`config.mk`:
```
export PLATFORM = sky130hd
export DESIGN_NAME = bnn_window_fetch
export DESIGN_NICKNAME = d
export VERILOG_FILES = /design/src/rtl/bnn_vad_pkg.sv /design/src/rtl/bnn_window_fetch.sv
export SDC_FILE = /design/constraint.sdc
export NUM_CORES = 1
export LEC_CHECK = 0
export CAP_MARGIN = 20
export CORE_UTILIZATION = 45
export DETAILED_ROUTE_END_ITERATION = 10
export GPL_ROUTABILITY_DRIVEN = 0
export PLACE_DENSITY_LB_ADDON = 0.15
export REMOVE_ABC_BUFFERS = 1
export SYNTH_ARGS = -nofsm -noshare
export SYNTH_HDL_FRONTEND = slang
export SYNTH_SLANG_ARGS = --single-unit
```
`constraint.sdc`:
```
create_clock -name clk -period 2.4 [get_ports clk]
set_input_delay 0.48 -clock clk [delete_from_list [all_inputs] [get_ports clk]]
set_output_delay 0.48 -clock clk [all_outputs]
set_load 0.1 [all_outputs]
```
`src/rtl/bnn_vad_pkg.sv`:
```
// Shared definitions for the VAD binarised feature path.
//   FEAT_W, WIN_W, WIN_STEP : default feature word / window / step sizes
//   window_count()          : number of windows a word yields
//   wf_state_t              : window fetcher state encoding
package bnn_vad_pkg;

    localparam int FEAT_W   = 20;
    localparam int WIN_W    = 5;
    localparam int WIN_STEP = 3;

    function automatic int window_count(input int in_w, input int win_w, input int step);
        return (in_w - win_w) / step + 1;
    endfunction

    typedef enum logic {
        WF_IDLE  = 1'b0,
        WF_SHIFT = 1'b1
    } wf_state_t;

endpackage

```
`src/rtl/bnn_window_fetch.sv`:
```
// Sliding-window serializer: takes one IN_W-bit feature word over valid/ready
// and emits N overlapping WIN_W-bit windows, MSB-first, STEP bits apart.
// Optional one-entry prefetch register under WINFETCH_PREFETCH_EN gives
// back-to-back throughput of N cycles per word.
// Ports:
//   clk, rst_n          clock, async active-low reset
//   flush               sync clear of held and prefetched words
//   in_valid/in_ready   input word handshake, in_data = word
//   out_valid/out_ready window handshake
//   out_data            current window, out_idx its index, out_last on idx N-1
//   empty               no word held and nothing prefetched
module bnn_window_fetch
    import bnn_vad_pkg::*;
#(
    parameter int IN_W  = bnn_vad_pkg::FEAT_W,
    parameter int WIN_W = bnn_vad_pkg::WIN_W,
    parameter int STEP  = bnn_vad_pkg::WIN_STEP,
    localparam int N     = bnn_vad_pkg::window_count(IN_W, WIN_W, STEP),
    localparam int IDX_W = (N > 1) ? $clog2(N) : 1
) (
    input  logic             clk,
    input  logic             rst_n,
    input  logic             flush,
    input  logic             in_valid,
    output logic             in_ready,
    input  logic [IN_W-1:0]  in_data,
    output logic             out_valid,
    input  logic             out_ready,
    output logic [WIN_W-1:0] out_data,
    output logic [IDX_W-1:0] out_idx,
    output logic             out_last,
    output logic             empty
);

    if (WIN_W < 1 || WIN_W > IN_W || STEP < 1 || ((IN_W - WIN_W) % STEP) != 0) begin : g_bad_cfg
        $error("bnn_window_fetch: illegal IN_W/WIN_W/STEP combination");
    end

    wf_state_t        state, state_n;
    logic [IN_W-1:0]  sr, sr_n;
    logic [IDX_W-1:0] idx, idx_n;
    logic             in_hs, out_hs, is_last;

`ifdef WINFETCH_PREFETCH_EN
    logic            pf_valid, pf_valid_n;
    logic [IN_W-1:0] pf_data, pf_data_n;

    // Only the prefetch slot gates input, so a word can land while windows drain.
    assign in_ready = !pf_valid;
    assign empty    = (state == WF_IDLE) && !pf_valid;
`else
    assign in_ready = (state == WF_IDLE);
    assign empty    = (state == WF_IDLE);
`endif

    assign in_hs     = in_valid && in_ready;
    assign out_valid = (state == WF_SHIFT);
    assign out_hs    = out_valid && out_ready;
    assign is_last   = (idx == IDX_W'(N - 1));
    assign out_last  = out_valid && is_last;
    assign out_data  = sr[IN_W-1 -: WIN_W];
    assign out_idx   = idx;

    always_comb begin
        state_n = state;
        sr_n    = sr;
        idx_n   = idx;
`ifdef WINFETCH_PREFETCH_EN
        pf_valid_n = pf_valid;
        pf_data_n  = pf_data;
`endif
        if (flush) begin
            // Flush wins over any handshake this cycle; an input word is dropped.
            state_n = WF_IDLE;
            sr_n    = '0;
            idx_n   = '0;
`ifdef WINFETCH_PREFETCH_EN
            pf_valid_n = 1'b0;
`endif
        end else begin
            unique case (state)
                WF_IDLE: begin
`ifdef WINFETCH_PREFETCH_EN
                    // A word captured on the final handshake waits one cycle here.
                    if (pf_valid) begin
                        sr_n       = pf_data;
                        idx_n      = '0;
                        state_n    = WF_SHIFT;
                        pf_valid_n = 1'b0;
                    end else
`endif
                    if (in_hs) begin
                        sr_n    = in_data;
                        idx_n   = '0;
                        state_n = WF_SHIFT;
                    end
                end
                WF_SHIFT: begin
                    if (out_hs) begin
                        if (!is_last) begin
                            sr_n  = sr << STEP;
                            idx_n = idx + IDX_W'(1);
                        end else begin
`ifdef WINFETCH_PREFETCH_EN
                            if (pf_valid) begin
                                sr_n       = pf_data;
                                idx_n      = '0;
                                pf_valid_n = 1'b0;
                            end else
`endif
                            begin
                                state_n = WF_IDLE;
                                idx_n   = '0;
                            end
                        end
                    end
`ifdef WINFETCH_PREFETCH_EN
                    // in_ready implies the slot is free, so this never collides
                    // with the slot being drained above.
                    if (in_hs) begin
                        pf_data_n  = in_data;
                        pf_valid_n = 1'b1;
                    end
`endif
                end
                default: state_n = WF_IDLE;
            endcase
        end
    end

    always_ff @(posedge clk or negedge rst_n) begin
        if (!rst_n) begin
            state <= WF_IDLE;
            sr    <= '0;
            idx   <= '0;
        end else begin
            state <= state_n;
            sr    <= sr_n;
            idx   <= idx_n;
        end
    end

`ifdef WINFETCH_PREFETCH_EN
    always_ff @(posedge clk or negedge rst_n) begin
        if (!rst_n) begin
            pf_valid <= 1'b0;
            pf_data  <= '0;
        end else begin
            pf_valid <= pf_valid_n;
            pf_data  <= pf_data_n;
        end
    end
`endif

endmodule

```
* Word-level counts from Yosys, hierarchy flattened
Cells that the tools add are included.
Operators by class: reductions and logical operators 5, muxes and demuxes 15, bitwise operators 1, eq/ne operators 4, $add $sub $neg 1
Operators by type and width (count):
- two-way mux 20 bit | 4
- one-hot mux 20 bit (2 select lines) | 1
- two-way mux 3 bit | 4
- inequality test 3 x 2 -> 1 bit (second input constant) | 2
- one-hot mux 3 bit (2 select lines) | 1
- two-way mux 1 bit | 4
- adder 3 x 1 -> 3 bit (second input constant) | 1
- equality test 3 bit (second input constant) | 1
- logical AND 1 bit | 3
- inequality test 3 bit (second input constant) | 1
- AND reduction 3 bit | 1
- one-hot mux 1 bit (2 select lines) | 1
- AND reduction 2 bit | 1
- inverter 1 bit | 1
Storage, ports and cells: logic and storage cells 29, register bits 24, bits of input ports 25

* Longest topological paths before layout
Gate-level depths: netlist (run 1).
word-level depth 5, depth in mapped cells 5

* Least setup slack after synthesis (run 1)
Ideal clock, no wire load.
path kind register -> output, from reg state, in the netlist out_valid, to out in_ready, data arrival time 2.254 ns, stages on the path, launching flop included 5, path slack -0.334 ns, cells stage by stage dfrtp_1 -> buf_6 -> buf_2 -> inv_1 -> buf_4
On the way: cells in the longest elaborated chain, start to end 1
Ends and longest elaborated chain:
- from (decl) | RTL line bnn_window_fetch.sv:39 | wf_state_t state, state_n;
- from (signal assigned) | RTL line bnn_window_fetch.sv:137 | state <= state_n;
- inverter 1 bit
- to (decl) | RTL line bnn_window_fetch.sv:25 | output logic in_ready,
No other way between the ends.

* Worst setup path in the final report (run 1)
from reg state, in the netlist out_valid, to out out_last
On the way: cells in the longest elaborated chain, start to end 1
Ends and longest elaborated chain:
- logical AND 1 bit | RTL line bnn_window_fetch.sv:60 | assign out_last = out_valid && is_last;
- to (decl) | RTL line bnn_window_fetch.sv:31 | output logic out_last,
No other way between the ends.

==> results of run 1 <==
==> path summary, 6_finish.rpt <==
kind                                start        to  slack, ns  depth (start not counted)
worst max-delay path            out_valid  out_last       0.55                          3
min in group clk                    sr[1]     sr[1]       0.56                          2
worst max register to register  out_valid     sr[8]       0.74                          3
max in group asynchronous           rst_n    sr[16]       1.64                          2
worst min register to register      sr[1]     sr[1]       0.56                          2
worst min-delay path                rst_n     sr[5]       0.51                          2
==> layer usage <==
metal  GRT usage  wire length [um]  share of wire
met1       0.238              1240           0.44
met2       0.319              1410           0.50
met3      0.0272               141          0.050
met4      0.0697                17         0.0061
met5           0                 0              0
==> layout make-up <==
type                    instances  area, um^2
clock buffers                   3        22.5
well taps                      31        38.8
multi-input cells              75         634
inverters                       5        18.8
repair buffers                 42         425
clock inverters                 1        30.0
flip-flops and latches         24         601
fillers                       232        1030
==> synth_stat cells, types with 3 or more instances <==
| cell | count | area share |
|---|---|---|
| a211oi_2 | 17 | 0.16 |
| a21oi_1 | 19 | 0.070 |
| buf_2 | 3 | 0.011 |
| buf_4 | 6 | 0.033 |
| buf_6 | 3 | 0.025 |
| clkbuf_1 | 4 | 0.011 |
| dfrtp_1 | 24 | 0.44 |
| inv_1 | 4 | 0.011 |
| mux2i_1 | 17 | 0.12 |
| nand2b_1 | 4 | 0.018 |
| nand3_1 | 3 | 0.011 |
| o32ai_1 | 3 | 0.019 |
==> worst reg2reg max path: stages (launching register included) <==
cell and delay [ns]:
dfrtp_1 0.61, mux2_4 0.44, and2_4 0.30, a211oi_2 0.22
==> sequential cells by signal, summed over array words and instances (netlist names) <==
| name | flops |
|---|---|
| sr | 20 |
| out_idx | 3 |
| out_valid | 1 |
==> through the flow <==
step                      setup TNS, ns  instances
after floorplan                   -8.52        104
after global placement                0        177
after detailed placement              0        177
after CTS                             0        181
after global routing                  0        181
final                                 0        181
==> cells by family (layout without fill, tap and decap cells) <==
family                 count (synthesis)  count (layout)
muxes                                 19              19
and+or+nand+nor                       17              17
buffers and inverters                 21              51
DFF                                   24              24
AOI/OAI and AO/OA                     39              39
==> layout by cell type (no fill, tap or decap) <==
cell type,n
mux2_2,1
clkdlybuf4s50_1,24
o32ai_1,3
a211oi_2,17
nand2_1,2
mux2i_1,17
mux2_4,1
nor3_1,2
bufinv_16,1
inv_2,1
a21oi_1,19
and2_4,1
nand4b_2,1
inv_1,4
or3b_1,1
buf_12,4
nand3_1,3
or3_1,1
nand2b_1,4
nor2_1,2
clkbuf_4,3
dfrtp_1,24
buf_4,14
==> where the power goes <==
part,internal [mW],switching (mW),total [mW]
clock network,0.169,0.126,0.295
logic,0.122,0.190,0.311
registers,0.435,0.0222,0.457
==> results.yml, run 1 <==
grt:
  grt_overflow: 0
  antenna_found_initial: 0
  grt_pass1_wl_mm: 4.74
  grt_usage: 0.186
  grt_pass1_vias: 1079
  grt_start_max_net_pins: 25
place:
  dp_slack_ns: 0.434
  dp_hpwl_mm: 1.93
  numPortBuffers: 36
  postPlaceCellArea_mm2: 0.00172
cts:
  insertion_delay_ns: 0.32
  cts_tree: "built"
  cts_buffers: 3
  clk_pin_slew_worst_paths_ns: 0.14
  htreeDepth: 1
  hold_buffers: 0
  cts_resized: 0
  cts_sinks: 24
  cts_buffer_depth: 2
  clock-root-buffer: "clkbuf_4"
  post_cts_buffers: 0
final_layout:
  drive_above_1_share: 0.293
  final_area_mm2: 0.00177
  final_nets: 176
  diodes: 0
  post-route-util: 0.631
  syn2layout_area_growth_pct: 29.9
drt:
  first_pass_iters: 7
  drt-vias-per-instance: 5.75
  drc: 6
  drt_iter0_markers: 35
  antenna_left: 0
  vias: 1041
  routed_wl_mm: 2.80
  wl_per_cell_um: 15.5
synthesis:
  synth-xor-area-share: 0
  avgSynthCellArea_um2: 11.4
  synth-seq-cells: 24
  yosysWarnings: 0
  synth-edff-count: 0
  synth_top_family_by_area: "compound AO/OA/AOI/OAI gates"
  muxShareOfSynthArea: 0.144
  synth_cell_type_count: 22
  synth-adder-area-share: 0
  synthFlopType: "dfrtp_1"
  synthSimpleGateAreaFrac: 0.0762
  synth_compound_area_frac: 0.245
  netlist_area_mm2: 0.00136
  seq_area_frac_synth: 0.441
  syn_inst: 120
  synth-async-reset-ratio: 1.00
power:
  finalPower_mw: 1.06
  p_leak_nw: 0.762
  pwr_density_cell_mw_per_mm2: 600
  peakVddDrop_mv: 0.426
timing:
  finalSetupViolCount: 0
  holdWs_ns: 0.507
  slew_headroom: 0.660
  hold_viol: 0
  period_share: 0.770
  period_minus_slack_ns: 1.85
  setup_slack_ns: 0.551
  slew_viol_final: 0
  final.setup_skew_ns: 0.0145
  max_freq_mhz: 541
  worstMarginPinSlew_ns: 0.509
  rsz0062_at_grt: "no"
die:
  die_w_um: 57.0
  die_h_um: 57.0
  dieArea_mm2: 0.00325
  initial_utilization: 0.486
  ios: 37
  fp-row-count: 19
  core_mm2: 0.00281
critical_path:
  worstPathCellList: "nand4b_2, inv_2, buf_12"
  cp_max_fo: 7
  critical_path.startpoint_type: "flip-flop"
  crit_path_top_delay_cell: "dfrtp_1"
  crit_type: "reg -> out"
  path_delay_family: "flip-flops"
  worstPathRequired_ns: 1.92
  critPathMaxStageDelay_ns: 0.61
  cp-end-kind: "output pin"
  worstPathArrival_ns: 1.37
  crit_buf_inv: 2
run_status:
  outcome: "finished with violations"
  violations: "DRC"
run:
  drv_cap: 0
worst_hold_path:
  worstHoldPathType: "in -> async"
Power figures use the tool's default switching activity.
==> run 2: changes to the inputs <==
==> constraint.sdc (replaced) <==
create_clock -name clk -period 1.8 [get_ports clk]
set_input_delay 0.36 -clock clk [delete_from_list [all_inputs] [get_ports clk]]
set_output_delay 0.36 -clock clk [all_outputs]
set_load 0.1 [all_outputs]
==> results.yml, run 2 (synthesis results as in run 1) <==
drt:
  drt-vias-per-instance: 5.55
  dr_wl_met2_mm: 1.31
  vias: 1011
  drt-met1-wl_mm: 1.32
  wl_met3_um: 131
  antenna_left: 0
  wl_per_cell_um: 15.3
  drc: 6
  routed.top_layer: "met4"
  routed_wl_mm: 2.78
  drt_iter0_markers: 24
  first_pass_iters: 7
final_layout:
  final_nets: 177
  syn2layout_area_growth_pct: 37.8
  post-route-util: 0.669
  most-common-layout-cells: "clkdlybuf4s50_1, dfrtp_1, a21oi_1, mux2i_1, a211oi_2"
  drive_above_1_share: 0.298
  top_register: "sr"
  largest_register_ffs: 20
  diodes: 0
  nFillCells: 226
run_status:
  violations: "DRC"
  outcome: "finished with violations"
grt:
  grt_pass1_vias: 958
  grt_overflow: 0
  grt_start_max_net_pins: 25
  antenna_found_initial: 0
  grt_pass1_wl_mm: 4.62
  grt_usage: 0.179
timing:
  final.setup_skew_ns: 0.00407
  slew_headroom: 0.667
  finalSetupTns_ns: 0
  period_share: 0.949
  rsz0062_at_grt: "no"
  finalSetupViolCount: 0
  hold_viol: 0
  period_minus_slack_ns: 1.71
  max_freq_mhz: 585
  worstMarginPinSlew_ns: 0.497
  slew_viol_final: 0
critical_path:
  path_depth: 3
  critPathMaxStageDelay_ns: 0.47
  worstPathArrival_ns: 1.35
  critical_path.startpoint_type: "flip-flop"
  path_delay_family: "buffers and inverters"
  crit_buf_inv: 3
  cp_max_fo: 14
  cp-end-kind: "output pin"
  crit_path_top_delay_cell: "dfrtp_1"
  crit_type: "reg -> out"
  worstPathCellList: "buf_6, inv_1, buf_12"
  worstPathRequired_ns: 1.44
  ff2ff_path_depth: 3
run:
  drv_cap: 0
worst_hold_path:
  worstHoldPathType: "in -> async"
die:
  core_mm2: 0.00281
  ios: 37
  die_w_um: 57.0
  die_h_um: 57.0
  initial_utilization: 0.486
  fp-row-count: 19
  dieArea_mm2: 0.00325
cts:
  cts_buffer_depth: 2
  cts_tree: "built"
  clock-root-buffer: "clkbuf_4"
  clk_pin_slew_worst_paths_ns: 0.13
  insertion_delay_ns: 0.31
  hold_buffers: 0
  cts_buffers: 3
  cts_sinks: 24
  htreeDepth: 1
power:
  p_leak_nw: 0.792
  pwr_density_cell_mw_per_mm2: 722
  peakVddDrop_mv: 0.352
place:
  numPortBuffers: 36
  dp_hpwl_mm: 1.94
-- run 2: changes by cell type in the layout (fill, tap and decap cells not counted) --
cell and change:
buf_12 +9, buf_4 -9, buf_6 +1, bufinv_16 -1, clkbuf_8 +1
-- run 2: through the flow --
stage          hold WS (ns)  cells  setup slack, ns  power [mW]  instance area (um^2)
4_1_cts               0.400    182           0.0247        1.36                  1870
2_1_floorplan        0.0644    104            -1.44       0.881                  1250
3_3_place_gp          0.522    178           0.0781        1.07                  1840
5_1_grt               0.414    182           0.0233        1.41                  1880
3_5_place_dp          0.534    178           0.0516        1.08                  1840
6_report              0.389    182           0.0920        1.36                  1880
-- run 2: area by class of cell --
cell class                      count  area [um^2]  area share
Multi-Input combinational cell     75          634       0.338
Sequential cell                    24          601       0.320
Timing Repair Buffer               43          549       0.292
Tap cell                           31         38.8      0.0207
Clock buffer                        4         36.3      0.0193
Inverter                            5         18.8     0.00999
-- run 2: final timing paths --
kind	to	from	slack (ns)
max	empty	out_valid	0.09
min	sr[10]	rst_n	0.39
max reg2reg	sr[18]	out_valid	0.38
min reg2reg	sr[0]	sr[0]	0.56
max in group asynchronous	sr[15]	rst_n	1.17
min in group clk	sr[0]	sr[0]	0.56
-- run 2: what timing repair did --
action,CTS,global route
setup endpoints to repair,0,2
resized for setup,0,1
setup buffers,0,0
-- run 2: report_power, final --
group / switching [mW] / internal [mW] / leakage, nW
Combinational: 0.255 / 0.200 / 0.454
Sequential: 0.0342 / 0.580 / 0.317
Clock: 0.163 / 0.124 / 0.0210
Total: 0.452 / 0.903 / 0.792
-- run 2: layer usage --
metal	vias to the layer above	GRT usage
met2	25	0.289
li1	499	-
met3	2	0.0249
met1	485	0.263
met5	-	0
met4	0	0.0314
==> patch (flow settings as in run 2) <==
Build with the macro `WINFETCH_PREFETCH_EN` defined.
--- a/src/rtl/bnn_window_fetch.sv
+++ b/src/rtl/bnn_window_fetch.sv
@@ -10,4 +10,6 @@
 //   out_data            current window, out_idx its index, out_last on idx N-1
 //   empty               no word held and nothing prefetched
+`define WINFETCH_PREFETCH_EN
+
 module bnn_window_fetch
     import bnn_vad_pkg::*;
Behaviour: not the same (a bounded check fails within 4 cycles, from zero or initial values and one cycle with rst_n low).
==> patch against run 2 <==
- wire length grew 73%
- clock power grew 120%
- power grew 87%
- clock skew is essentially flat
- worst setup slack lost 0.0041 ns
- final area grew 55%
- count of clock-buffer cells in the layout grew 3
- sequential cell count grew 21
- synthesized area grew 65%
- critical path type unchanged
- critical endpoint is now out_last
- largest power group unchanged
==> patch: results (changes against run 2) <==
| Step | Result | This run | vs run 2 |
|---|---|---|---|
| sta | Post-Route Hold Slack | 0.03439 ns | was 0.3892 ns |
| routing | Count of vias placed by the detailed router | 1688 | was 1011 |
| grt | Met2 demand-to-capacity share in global routing | 0.3479 | was 0.2891 |
| sta | Transition at the pin with the smallest max-transition slack | 0.5375 ns | was 0.4973 ns |
| layout | # nets final | 263 | was 177 |
| grt | Routing usage on met1 | 0.2585 | was 0.2628 |
| routing | Met2 wire length | 2363 um | was 1314 um |
| run status | Run status | completed | was finished, violations left |
| layout | Share of post-route cells with drive strength above 1 | 0.3138 | was 0.2980 |
| critical path | Minimum setup slack among reg-to-reg paths | 0.19 ns | was 0.38 ns |
| power and ir drop | Switching power | 0.7858 mW | was 0.4523 mW |
| power and ir drop | Sequential Power | 1.27 mW | was 0.614 mW |
| grt | GRT Resource Usage Total | 0.2049 | was 0.1795 |
| power and ir drop | Static Leak | 1.228 nW | was 0.7918 nW |
| placement | Placed Cells incl. Taps | 297 | was 178 |
| grt | Global-route wire length before repair | 8238 um | was 4623 um |
| power and ir drop | Worst voltage drop across the vdd grid | 469.7 uV | was 351.7 uV |
| critical path | Maximum fanout encountered on the critical timing path | 8 | was 14 |
| sta | Portion of the clock cycle consumed by the worst path in the final layout | 0.9511 | was 0.9489 |
| routing | Detailed-routing wirelength on met1 | 2234 um | was 1321 um |
| layout | FF/Latch Area | 1130 um^2 | was 600.6 um^2 |
| routing | Count of routing violations after the opening detailed-route iteration | 107 | was 24 |
| clock network | Clock input transition at the sequential cells of the worst setup and hold paths | 0.08 ns | was 0.13 ns |
| clock network | Cell at the root of the clock tree | clkbuf_8 | was clkbuf_4 |
| sta | Worst setup skew after layout | 0.004434 ns | was 0.004074 ns |
| synth | List of most frequent post-synthesis cells | dfrtp_1 (45), nand2_1 (26), nor2_1 (19) | was dfrtp_1 (24), a21oi_1 (19), a211oi_2 (17), mux2i_1 (17), buf_4 (6) |
| routing | Wire per inst | 15.75 um | was 15.26 um |
| clock network | Number of CTS-inserted buffers | 5 | was 3 |
| power and ir drop | Internal cell power | 1.752 mW | was 0.9032 mW |
| routing | Length of routed met3 wiring | 171 um | was 131 um |
| synth | Portion of the post-synthesis area used by sequential elements | 0.5011 | was 0.4408 |
| synth | Ranking of synthesized cells by area | dfrtp_1 (50%), mux2_2 (8.5%), a221oi_2 (6.0%), o31ai_1 (5.3%), nand2_1 (4.3%) | was dfrtp_1 (44%), a211oi_2 (16%), mux2i_1 (12%), a21oi_1 (7.0%), buf_4 (3.3%) |
| placement | Post-place setup slack | -0.1364 ns | was 0.05159 ns |
| clock network | # H-tree levels | 2 | was 1 |
| power and ir drop | Combinational gate power | 0.649 mW | was 0.455 mW |
| clock network | Insertion delay to the later sink of the worst-skew pair | 0.29 ns | was 0.31 ns |
| layout | Fill cell total of the finished layout | 393 | was 226 |
| layout | Non-filler cells in the finished layout | 306 | was 182 |
| synth | Average cell area after synthesis | 11.35 um^2 | about the same |
| routing | TritonRoute pass-1 iters | 4 | was 7 |
-- patch: layout make-up --
type | instances | share of cell area
sequential | 45 | 0.3889
multi-input combinational | 131 | 0.3372
timing repair buffer | 51 | 0.2110
tap | 67 | 0.02885
clock buffer | 7 | 0.02627
inverter | 4 | 0.005168
clock inverter | 1 | 0.002584
-- patch: final timing paths --
check	from	endpoint
min in group clk	sr[4]$_DFFE_PN0P_	sr[4]$_DFFE_PN0P_
setup reg to reg	pf_valid$_DFFE_PN0P_	pf_data[18]$_DFFE_PN0P_
hold / removal	rst_n	sr[17]$_DFFE_PN0P_
max in group asynchronous	rst_n	pf_data[3]$_DFFE_PN0P_
hold reg to reg	sr[4]$_DFFE_PN0P_	sr[4]$_DFFE_PN0P_
setup / recovery	out_idx[1]$_DFFE_PN0P_	out_last
-- patch: repair_timing --
item / CTS / global route
setup endpoints to repair: 2 / 1
gates resized for setup: 1 / 3
hold endpoints to repair: 0 / 0
buffers inserted: 1 / 0
